File: src/rtl/nm_scan_n_pkg.sv
// Shared definitions for the nm_scan_n serial extreme-value selector.
//   state_e  : FSM encoding (IDLE=0, SCAN=1, DONE=2)
//   lane_lsb : bit offset of lane idx in a packed vector of w-bit lanes
package nm_scan_n_pkg;

   typedef enum logic [1:0] {
      StIdle = 2'd0,
      StScan = 2'd1,
      StDone = 2'd2
   } state_e;

   function automatic int unsigned lane_lsb(input int unsigned idx, input int unsigned w);
      return idx * w;
   endfunction

endpackage

File: src/rtl/nm_cmp.sv
// Combinational comparator cell for the scan datapath.
// Ports:
//   cand     in  W  candidate lane value
//   best     in  W  current best value
//   mode_min in  1  1 = looking for minimum, 0 = maximum
//   take     out 1  candidate strictly beats best (strict, so earlier lanes win ties)
module nm_cmp #(
   parameter int unsigned W = 4
) (
   input  logic [W-1:0] cand,
   input  logic [W-1:0] best,
   input  logic         mode_min,
   output logic         take
);

   always_comb begin
      take = 1'b0;
      if (mode_min) begin
         take = (cand < best);
      end else begin
         take = (cand > best);
      end
   end

endmodule

File: src/rtl/nm_scan_n.sv
// nm_scan_n: finds the largest (or, optionally, smallest) of N_CH unsigned W-bit lanes.
// The lane vector is snapshotted on START and scanned one lane per clock; the result is
// presented with a one-cycle VALID pulse and held until the next result.
//
// Optional feature macro: NM_SCAN_MIN_EN adds the MODE_MIN port (1 = select minimum).
//
// Ports:
//   CLK           in   1       clock, rising edge
//   RESET         in   1       asynchronous active-high reset
//   START         in   1       request a scan (only honoured while idle)
//   NIBBLES       in   N_CH*W  packed lanes, lane k = NIBBLES[k*W +: W]
//   MODE_MIN      in   1       (NM_SCAN_MIN_EN only) sampled with START
//   NIBBLE_MAYOR  out  W       selected lane value (registered)
//   ID_MAYOR      out  ID_W    selected lane index (registered)
//   VALID         out  1       one-cycle pulse when a new result is loaded
//   BUSY          out  1       high while a scan is in progress or completing
module nm_scan_n
   import nm_scan_n_pkg::*;
#(
   parameter  int unsigned N_CH = 4,
   parameter  int unsigned W    = 4,
   localparam int unsigned ID_W = $clog2(N_CH)
) (
   input  logic              CLK,
   input  logic              RESET,
   input  logic              START,
   input  logic [N_CH*W-1:0] NIBBLES,
`ifdef NM_SCAN_MIN_EN
   input  logic              MODE_MIN,
`endif
   output logic [W-1:0]      NIBBLE_MAYOR,
   output logic [ID_W-1:0]   ID_MAYOR,
   output logic              VALID,
   output logic              BUSY
);

   localparam logic [ID_W-1:0] LastIdx = ID_W'(N_CH - 1);

   state_e              state_q;
   logic [N_CH*W-1:0]   snap_q;
   logic [W-1:0]        best_q;
   logic [ID_W-1:0]     best_id_q;
   logic [ID_W-1:0]     idx_q;
   logic [W-1:0]        cand;
   logic                take;
   logic                mode_min;

`ifdef NM_SCAN_MIN_EN
   logic mode_q;
   assign mode_min = mode_q;
`else
   assign mode_min = 1'b0;
`endif

   // Lane currently under inspection, taken from the snapshot so input changes are ignored.
   assign cand = snap_q[lane_lsb(32'(idx_q), W) +: W];

   nm_cmp #(
      .W (W)
   ) u_cmp (
      .cand     (cand),
      .best     (best_q),
      .mode_min (mode_min),
      .take     (take)
   );

   assign BUSY = (state_q != StIdle);

   always_ff @(posedge CLK or posedge RESET) begin
      if (RESET) begin
         state_q      <= StIdle;
         snap_q       <= '0;
         best_q       <= '0;
         best_id_q    <= '0;
         idx_q        <= '0;
         NIBBLE_MAYOR <= '0;
         ID_MAYOR     <= '0;
         VALID        <= 1'b0;
`ifdef NM_SCAN_MIN_EN
         mode_q       <= 1'b0;
`endif
      end else begin
         case (state_q)
            StIdle: begin
               if (START) begin
                  snap_q    <= NIBBLES;
                  best_q    <= NIBBLES[W-1:0];
                  best_id_q <= '0;
                  idx_q     <= ID_W'(1);
`ifdef NM_SCAN_MIN_EN
                  mode_q    <= MODE_MIN;
`endif
                  state_q   <= StScan;
               end
            end
            StScan: begin
               if (take) begin
                  best_q    <= cand;
                  best_id_q <= idx_q;
               end
               if (idx_q == LastIdx) begin
                  // Final lane: fold its comparison directly into the published result.
                  NIBBLE_MAYOR <= take ? cand : best_q;
                  ID_MAYOR     <= take ? idx_q : best_id_q;
                  VALID        <= 1'b1;
                  idx_q        <= '0;
                  state_q      <= StDone;
               end else begin
                  idx_q <= idx_q + ID_W'(1);
               end
            end
            StDone: begin
               VALID   <= 1'b0;
               state_q <= StIdle;
            end
            default: begin
               VALID   <= 1'b0;
               state_q <= StIdle;
            end
         endcase
      end
   end

endmodule

File: config.mk
export PLATFORM = sky130hd
export DESIGN_NAME = nm_scan_n
export DESIGN_NICKNAME = d
export VERILOG_FILES = /design/src/rtl/nm_scan_n_pkg.sv /design/src/rtl/nm_cmp.sv /design/src/rtl/nm_scan_n.sv
export SDC_FILE = /design/constraint.sdc
export NUM_CORES = 1
export LEC_CHECK = 0
export CAP_MARGIN = 20
export CORE_MARGIN = 2
export CORE_UTILIZATION = 40
export DETAILED_ROUTE_END_ITERATION = 16
export GPL_ROUTABILITY_DRIVEN = 1
export HOLD_SLACK_MARGIN = 0.12
export SKIP_CTS_REPAIR_TIMING = 1
export SLEW_MARGIN = 20
export SYNTH_ARGS = -nofsm -noshare
export SYNTH_HDL_FRONTEND = slang
export SYNTH_SLANG_ARGS = --single-unit
File: constraint.sdc
create_clock -name CLK -period 2.6 [get_ports CLK]
set_input_delay 0.52 -clock CLK [delete_from_list [all_inputs] [get_ports CLK]]
set_output_delay 0.52 -clock CLK [all_outputs]
set_load 0.05 [all_outputs]
==> results.sh, run 1 <==
export IMPL_end_kind="register"
export IMPL_rr_endpoint="best_q[2]$_DFFE_PP0P_"
export IMPL_port_buffers=26
export IMPL_status="finished, final reports clean"
export IMPL_drive_gt1_frac=0.287
export IMPL_r2r_slack_ps=190
export IMPL_grt_pass1_wl_um=5380
export IMPL_finish_utilization=0.526
export IMPL_skew_ps=4.35
export IMPL_slowest_stage="mux4_2"
export IMPL_period_needed_ps=2410
export IMPL_rows=23
export IMPL_layout_setup_ws_ps=190
export IMPL_mostFrequentLayoutCell="dfrtp_1"
export IMPL_synth_edf_count=0
export IMPL_cp_arrival_ps=2570
export IMPL_synth_top_area_frac=0.505
export IMPL_dr_pass1_iters=4
export IMPL_slowest_delay_ps=540
export IMPL_async_flop_share=1.00
export IMPL_synthTopCellsByArea="dfrtp_1 50%, mux2_2 10%, mux4_2 5.5%, ha_1 3.8%, mux2i_1 3.7%"
export IMPL_first_iter_violations=54
export IMPL_via_per_inst=5.29
export IMPL_antenna_found_initial=0
export IMPL_synth_fp_nets=156
export IMPL_rsz0062_at_grt="no"
export IMPL_timing_rr_start="idx_q[0]$_DFFE_PP0P_"
export IMPL_clockRootBuffer="clkbuf_8"
export IMPL_synth_warnings=0
export IMPL_cts_path_max_buffers=2
export IMPL_cp_required_ps=2760
export IMPL_maxSlewHeadroom=0.653
export IMPL_cp_max_fo=5
export IMPL_totalPowerFinal_uw=3340
export IMPL_crit_end="best_q[2]$_DFFE_PP0P_"
export IMPL_h_tree_depth=2
export IMPL_avgRoutedWirePerCell_um=14.5
export IMPL_leakage_uw=0.000921
export IMPL_drc=0
export IMPL_routed_via_count=1168
export IMPL_final_antenna_net_count=0
export IMPL_nFillCells=336
export IMPL_gp_congestion=0.794
export IMPL_ir_drop_mv=0.649
export IMPL_multi_input_area_um2=749
export IMPL_ys_types=33
export IMPL_worstMarginPinSlew_ps=519
export IMPL_drv_slew=0
export IMPL_cts_tree="built"
export IMPL_numCtsBuffers=5
export IMPL_core_area_um2=3970
export IMPL_critical_path_class="reg -> reg"
export IMPL_hold_path_class="reg -> reg"
export IMPL_fp_dieArea_um2=4620
export IMPL_die_w_um=68.0
export IMPL_start_util=0.412
export IMPL_path_clk_slew_ps=70
export IMPL_pre_cts_ws_ps=111
export IMPL_worstSetupStartpointType="register"
export IMPL_grt_max_degree=34
export IMPL_syn_area_um2=1640
export IMPL_fmax_mhz=415
export IMPL_final_cell_mix="32 x dfrtp_1, 26 x clkdlybuf4s50_1, 15 x mux2_2"
export IMPL_setup_tns_ps=0
export IMPL_synth_largest_area_cell="dfrtp_1"
export IMPL_startpoint="idx_q[0]$_DFFE_PP0P_"
export IMPL_fin_nets=194
export IMPL_insertion_delay_ps=280
export IMPL_boundaryPins=27
export IMPL_dpl_cell_area_um2=2010
export IMPL_fin_area_um2=2090
export IMPL_seqCellArea_um2=827
export IMPL_synth_seq_cells=33
export IMPL_synth_seq_area_share=0.505
export IMPL_grt_total_usage=0.162
export IMPL_cts_sinks=33
export IMPL_syn_area_per_cell_um2=12.4
export IMPL_dieHeight_um=68.0
export IMPL_rr_worst_depth=7
export IMPL_drv_cap=0
export IMPL_dp_hpwl_um=2470
export IMPL_synth_cells=132
export IMPL_grt_pass1_vias=1132
export IMPL_diodes=0
export IMPL_period_share=0.927
export IMPL_wirelength_um=3200
export IMPL_synthFlopType="dfrtp_1"
export IMPL_cp_cell_sequence="mux4_2 > ha_1 > and4_2 > a21o_1 > a31o_2 > a22oi_1 > o21ai_1"
export IMPL_hold_violations=0
export IMPL_area_growth_pct=27.8
export IMPL_setup_violations=0
export IMPL_grt_overflow=0
export IMPL_powerDensity_nw_per_um2=1600
logic make-up after synthesis:
family	share of synthesized area
and+or+nand+nor	0.0673
AOI/OAI and AO/OA	0.151
DFF	0.505
buffers and inverters	0.0375
adders and majority gates	0.0382
muxes	0.202
Yosys cell counts, types with 2 or more instances:
| library cell | count |
|---|---|
| a21oi_1 | 3 |
| o21ai_1 | 6 |
| inv_1 | 8 |
| buf_2 | 4 |
| a2bb2oi_1 | 3 |
| ha_1 | 5 |
| dfrtp_1 | 33 |
| nor2b_1 | 2 |
| nor2_1 | 2 |
| o21ai_0 | 9 |
| a22oi_1 | 3 |
| mux2i_1 | 6 |
| mux2_2 | 15 |
| nand2_1 | 11 |
| mux4_2 | 4 |
sequential cells by signal, indices dropped and copies added (netlist names):
name          flops
ID_MAYOR          2
best_id_q         2
idx_q             2
state_q           2
best_q            4
NIBBLE_MAYOR      4
VALID             1
snap_q           16
worst max-delay path, delay by kind of cell (launching register included):
kind / cells / cell delay (ps)
AND/OR/NAND/NOR: 1 / 300
AO/OA/AOI/OAI: 4 / 690
flip-flops: 1 / 440
multiplexers: 1 / 540
adder cells (fa/ha/maj): 1 / 320
routing by layer:
layer  routed length [µm]  GRT usage  vias to the layer above
met4                   54     0.0675                        0
met1                 1370      0.196                      582
met2                 1610      0.265                       32
li1                     -          -                      549
met3                  158     0.0543                        5
met5                    0          0                        -
report_power, final:
group / switching [µW] / internal [µW] / leakage, µW / total (µW)
registers: 165 / 774 / 0.000399 / 939
logic: 1040 / 997 / 0.000477 / 2040
clock network: 178 / 185 / 0.0000450 / 363
total: 1380 / 1960 / 0.000921 / 3340
through the flow:
step | cells | hold WS [ps]
final | 221 | 477
after global routing | 221 | 501
after CTS | 221 | 485
after detailed placement | 213 | 469
after global placement | 213 | 461
after floorplan | 132 | 453
worst min-delay path by stage:
stage | startpoint | to | slack [ps] | depth (start not counted)
4_1_cts | NIBBLE_MAYOR[0]$_DFFE_PP0P_ | NIBBLE_MAYOR[0]$_DFFE_PP0P_ | 480 | 2
5_1_grt | NIBBLE_MAYOR[0]$_DFFE_PP0P_ | NIBBLE_MAYOR[0]$_DFFE_PP0P_ | 500 | 2
2_1_floorplan | snap_q[7]$_DFFE_PP0P_ | snap_q[7]$_DFFE_PP0P_ | 450 | 1
3_5_place_dp | NIBBLE_MAYOR[0]$_DFFE_PP0P_ | NIBBLE_MAYOR[0]$_DFFE_PP0P_ | 470 | 2
3_3_place_gp | ID_MAYOR[1]$_DFFE_PP0P_ | ID_MAYOR[1]$_DFFE_PP0P_ | 460 | 2
6_report | NIBBLE_MAYOR[0]$_DFFE_PP0P_ | NIBBLE_MAYOR[0]$_DFFE_PP0P_ | 480 | 2
final cells by class:
type,instances,share of cell area
tap,50,0.0299
inverter,9,0.0162
clock inverter,2,0.00479
clock buffer,6,0.0347
multi-input combinational,85,0.358
timing repair buffer,36,0.160
sequential,33,0.396
No activity file was read; power rests on OpenSTA's default activity.
==> inputs of run 2 (changes only) <==
--- a/config.mk
+++ b/config.mk
@@ -7,10 +7,11 @@
 export LEC_CHECK = 0
 export CAP_MARGIN = 20
 export CORE_MARGIN = 2
-export CORE_UTILIZATION = 40
+export CORE_UTILIZATION = 51
 export DETAILED_ROUTE_END_ITERATION = 16
 export GPL_ROUTABILITY_DRIVEN = 1
 export HOLD_SLACK_MARGIN = 0.12
+export PLACE_DENSITY = 0.77
 export SKIP_CTS_REPAIR_TIMING = 1
 export SLEW_MARGIN = 20
 export SYNTH_ARGS = -nofsm -noshare
==> run 2 against run 1 <==
Final cell count fell by 2.7%. Die area fell by 20%. Global-route usage rose by 3.6 points. Highest routed layer unchanged. Count of clock-buffer cells in the layout rose by 2. Design area fell by 2.0%. Clock skew barely moved. Register-to-register slack got worse by 20 ps. Sequential cell count did not move.
==> results.sh, run 2 (same netlist as run 1, synthesis figures left out) <==
export IMPL_h_tree_depth=2
export IMPL_setup_tns_ps=0
export IMPL_rsz0062_at_grt="no"
export IMPL_diodes=0
export IMPL_core_area_um2=3050
export IMPL_cp_required_ps=2810
export IMPL_pre_cts_ws_ps=89.6
export IMPL_largestRegisters="snap_q x16, NIBBLE_MAYOR x4, best_q x4"
export IMPL_final_cell_mix="32 x dfrtp_1, 26 x clkdlybuf4s50_1, 15 x mux2_2"
export IMPL_largest_register_ffs=16
export IMPL_final_antenna_net_count=0
export IMPL_first_iter_violations=53
export IMPL_period_share=0.936
export IMPL_dr_pass1_iters=4
export IMPL_end_kind="register"
export IMPL_status="finished, final reports clean"
export IMPL_mostFrequentLayoutCell="dfrtp_1"
export IMPL_avgRoutedWirePerCell_um=14.3
export IMPL_grt_pass1_vias=1135
export IMPL_finish_utilization=0.671
export IMPL_skew_ps=4.02
export IMPL_layout_setup_ws_ps=167
export IMPL_dp_hpwl_um=2400
export IMPL_critical_path_class="reg -> reg"
export IMPL_slowest_stage="mux4_2"
export IMPL_maxSlewHeadroom=0.667
export IMPL_r2r_slack_ps=170
export IMPL_period_needed_ps=2430
export IMPL_grt_max_degree=34
export IMPL_cp_max_fo=5
export IMPL_dieHeight_um=60.6
export IMPL_die_w_um=60.6
export IMPL_hold_violations=0
export IMPL_hold_path_class="reg -> reg"
export IMPL_drc=0
export IMPL_drv_slew=0
export IMPL_nFillCells=271
export IMPL_cts_path_max_buffers=2
export IMPL_start_util=0.536
export IMPL_boundaryPins=27
export IMPL_cts_sinks=33
export IMPL_path_clk_slew_ps=90
export IMPL_routed_via_count=1122
export IMPL_via_per_inst=5.22
export IMPL_port_buffers=26
export IMPL_insertion_delay_ps=330
export IMPL_wirelength_um=3070
export IMPL_cp_arrival_ps=2640
export IMPL_setup_violations=0
export IMPL_antenna_found_initial=0
export IMPL_rows=20
export IMPL_worstMarginPinSlew_ps=499
export IMPL_cts_tree="built"
export IMPL_clockRootBuffer="clkbuf_4"
export IMPL_worstSetupStartpointType="register"
export IMPL_gp_congestion=0.903
export IMPL_fp_dieArea_um2=3680
export IMPL_cp_cell_sequence="mux4_2 > ha_1 > and4_2 > a21o_1 > a31o_2 > a22oi_1 > o21ai_1"
export IMPL_fmax_mhz=411
export IMPL_grt_overflow=0
export IMPL_drive_gt1_frac=0.275
export IMPL_drv_cap=0
export IMPL_area_growth_pct=25.2
export IMPL_holdWs_ps=483
export IMPL_fin_nets=194
export IMPL_largest_register="snap_q"
export IMPL_numCtsBuffers=5
export IMPL_slowest_delay_ps=540
export IMPL_grt_total_usage=0.198
export IMPL_grt_pass1_wl_um=5150
## run 2: cell types whose count changed in the layout (fill, tap and decap cells not counted), sizes merged
cell    before  now
clkinv       2    0
clkbuf       6    8
## run 2: layer usage
| layer | wire length (µm) | part of all wire | GRT usage | vias up |
|---|---|---|---|---|
| li1 | - | - | - | 547 |
| met1 | 1340 | 0.44 | 0.237 | 545 |
| met2 | 1570 | 0.51 | 0.327 | 23 |
| met3 | 94 | 0.031 | 0.0448 | 7 |
| met4 | 64 | 0.021 | 0.118 | 0 |
| met5 | 0 | 0 | 0 | - |
## run 2: layout make-up
type                            count  area (µm²)  area share
Clock buffer                        8        48.8      0.0238
Inverter                            9        33.8      0.0165
Multi-Input combinational cell     85         749       0.366
Sequential cell                    33         827       0.404
Tap cell                           44        55.1      0.0269
Timing Repair Buffer               36         335       0.164
## run 2: final timing paths
kind,startpoint,to,depth (start not counted)
worst max-delay path,idx_q[0]$_DFFE_PP0P_,best_q[2]$_DFFE_PP0P_,7
worst min-delay path,NIBBLE_MAYOR[0]$_DFFE_PP0P_,NIBBLE_MAYOR[0]$_DFFE_PP0P_,2
worst max register to register,idx_q[0]$_DFFE_PP0P_,best_q[2]$_DFFE_PP0P_,7
worst min register to register,NIBBLE_MAYOR[0]$_DFFE_PP0P_,NIBBLE_MAYOR[0]$_DFFE_PP0P_,2
max in group asynchronous,RESET,idx_q[0]$_DFFE_PP0P_,3
min in group asynchronous,RESET,state_q[1]$_DFFE_PP0P_,3
## run 2: worst max-delay path, delay by kind of cell (launching register included)
kind / cells / cell delay [ps]
AOI/OAI and AO/OA: 4 / 700
adders and majority gates: 1 / 330
muxes: 1 / 540
and+or+nand+nor: 1 / 300
DFF: 1 / 450
## run 2: stage by stage
step	instances	area [µm²]
after floorplan	132	1640
after global placement	207	2000
after detailed placement	207	2000
after CTS	215	2050
after global routing	215	2050
final	215	2050
Power of run 2 is left out: the tool's default activity adds up to more than one toggle a clock period on the data nets, which glitch-free logic cannot reach.
==> inputs of run 3 (changes only) <==
--- a/config.mk
+++ b/config.mk
@@ -8,6 +8,7 @@
 export CAP_MARGIN = 20
 export CORE_MARGIN = 2
 export CORE_UTILIZATION = 51
+export CTS_CLUSTER_DIAMETER = 200
 export DETAILED_ROUTE_END_ITERATION = 16
 export GPL_ROUTABILITY_DRIVEN = 1
 export HOLD_SLACK_MARGIN = 0.12
==> results of run 3 <==
The final DEF is identical to that of run 2; final timing and power are the same.
Power of run 3 is left out for the same reason.
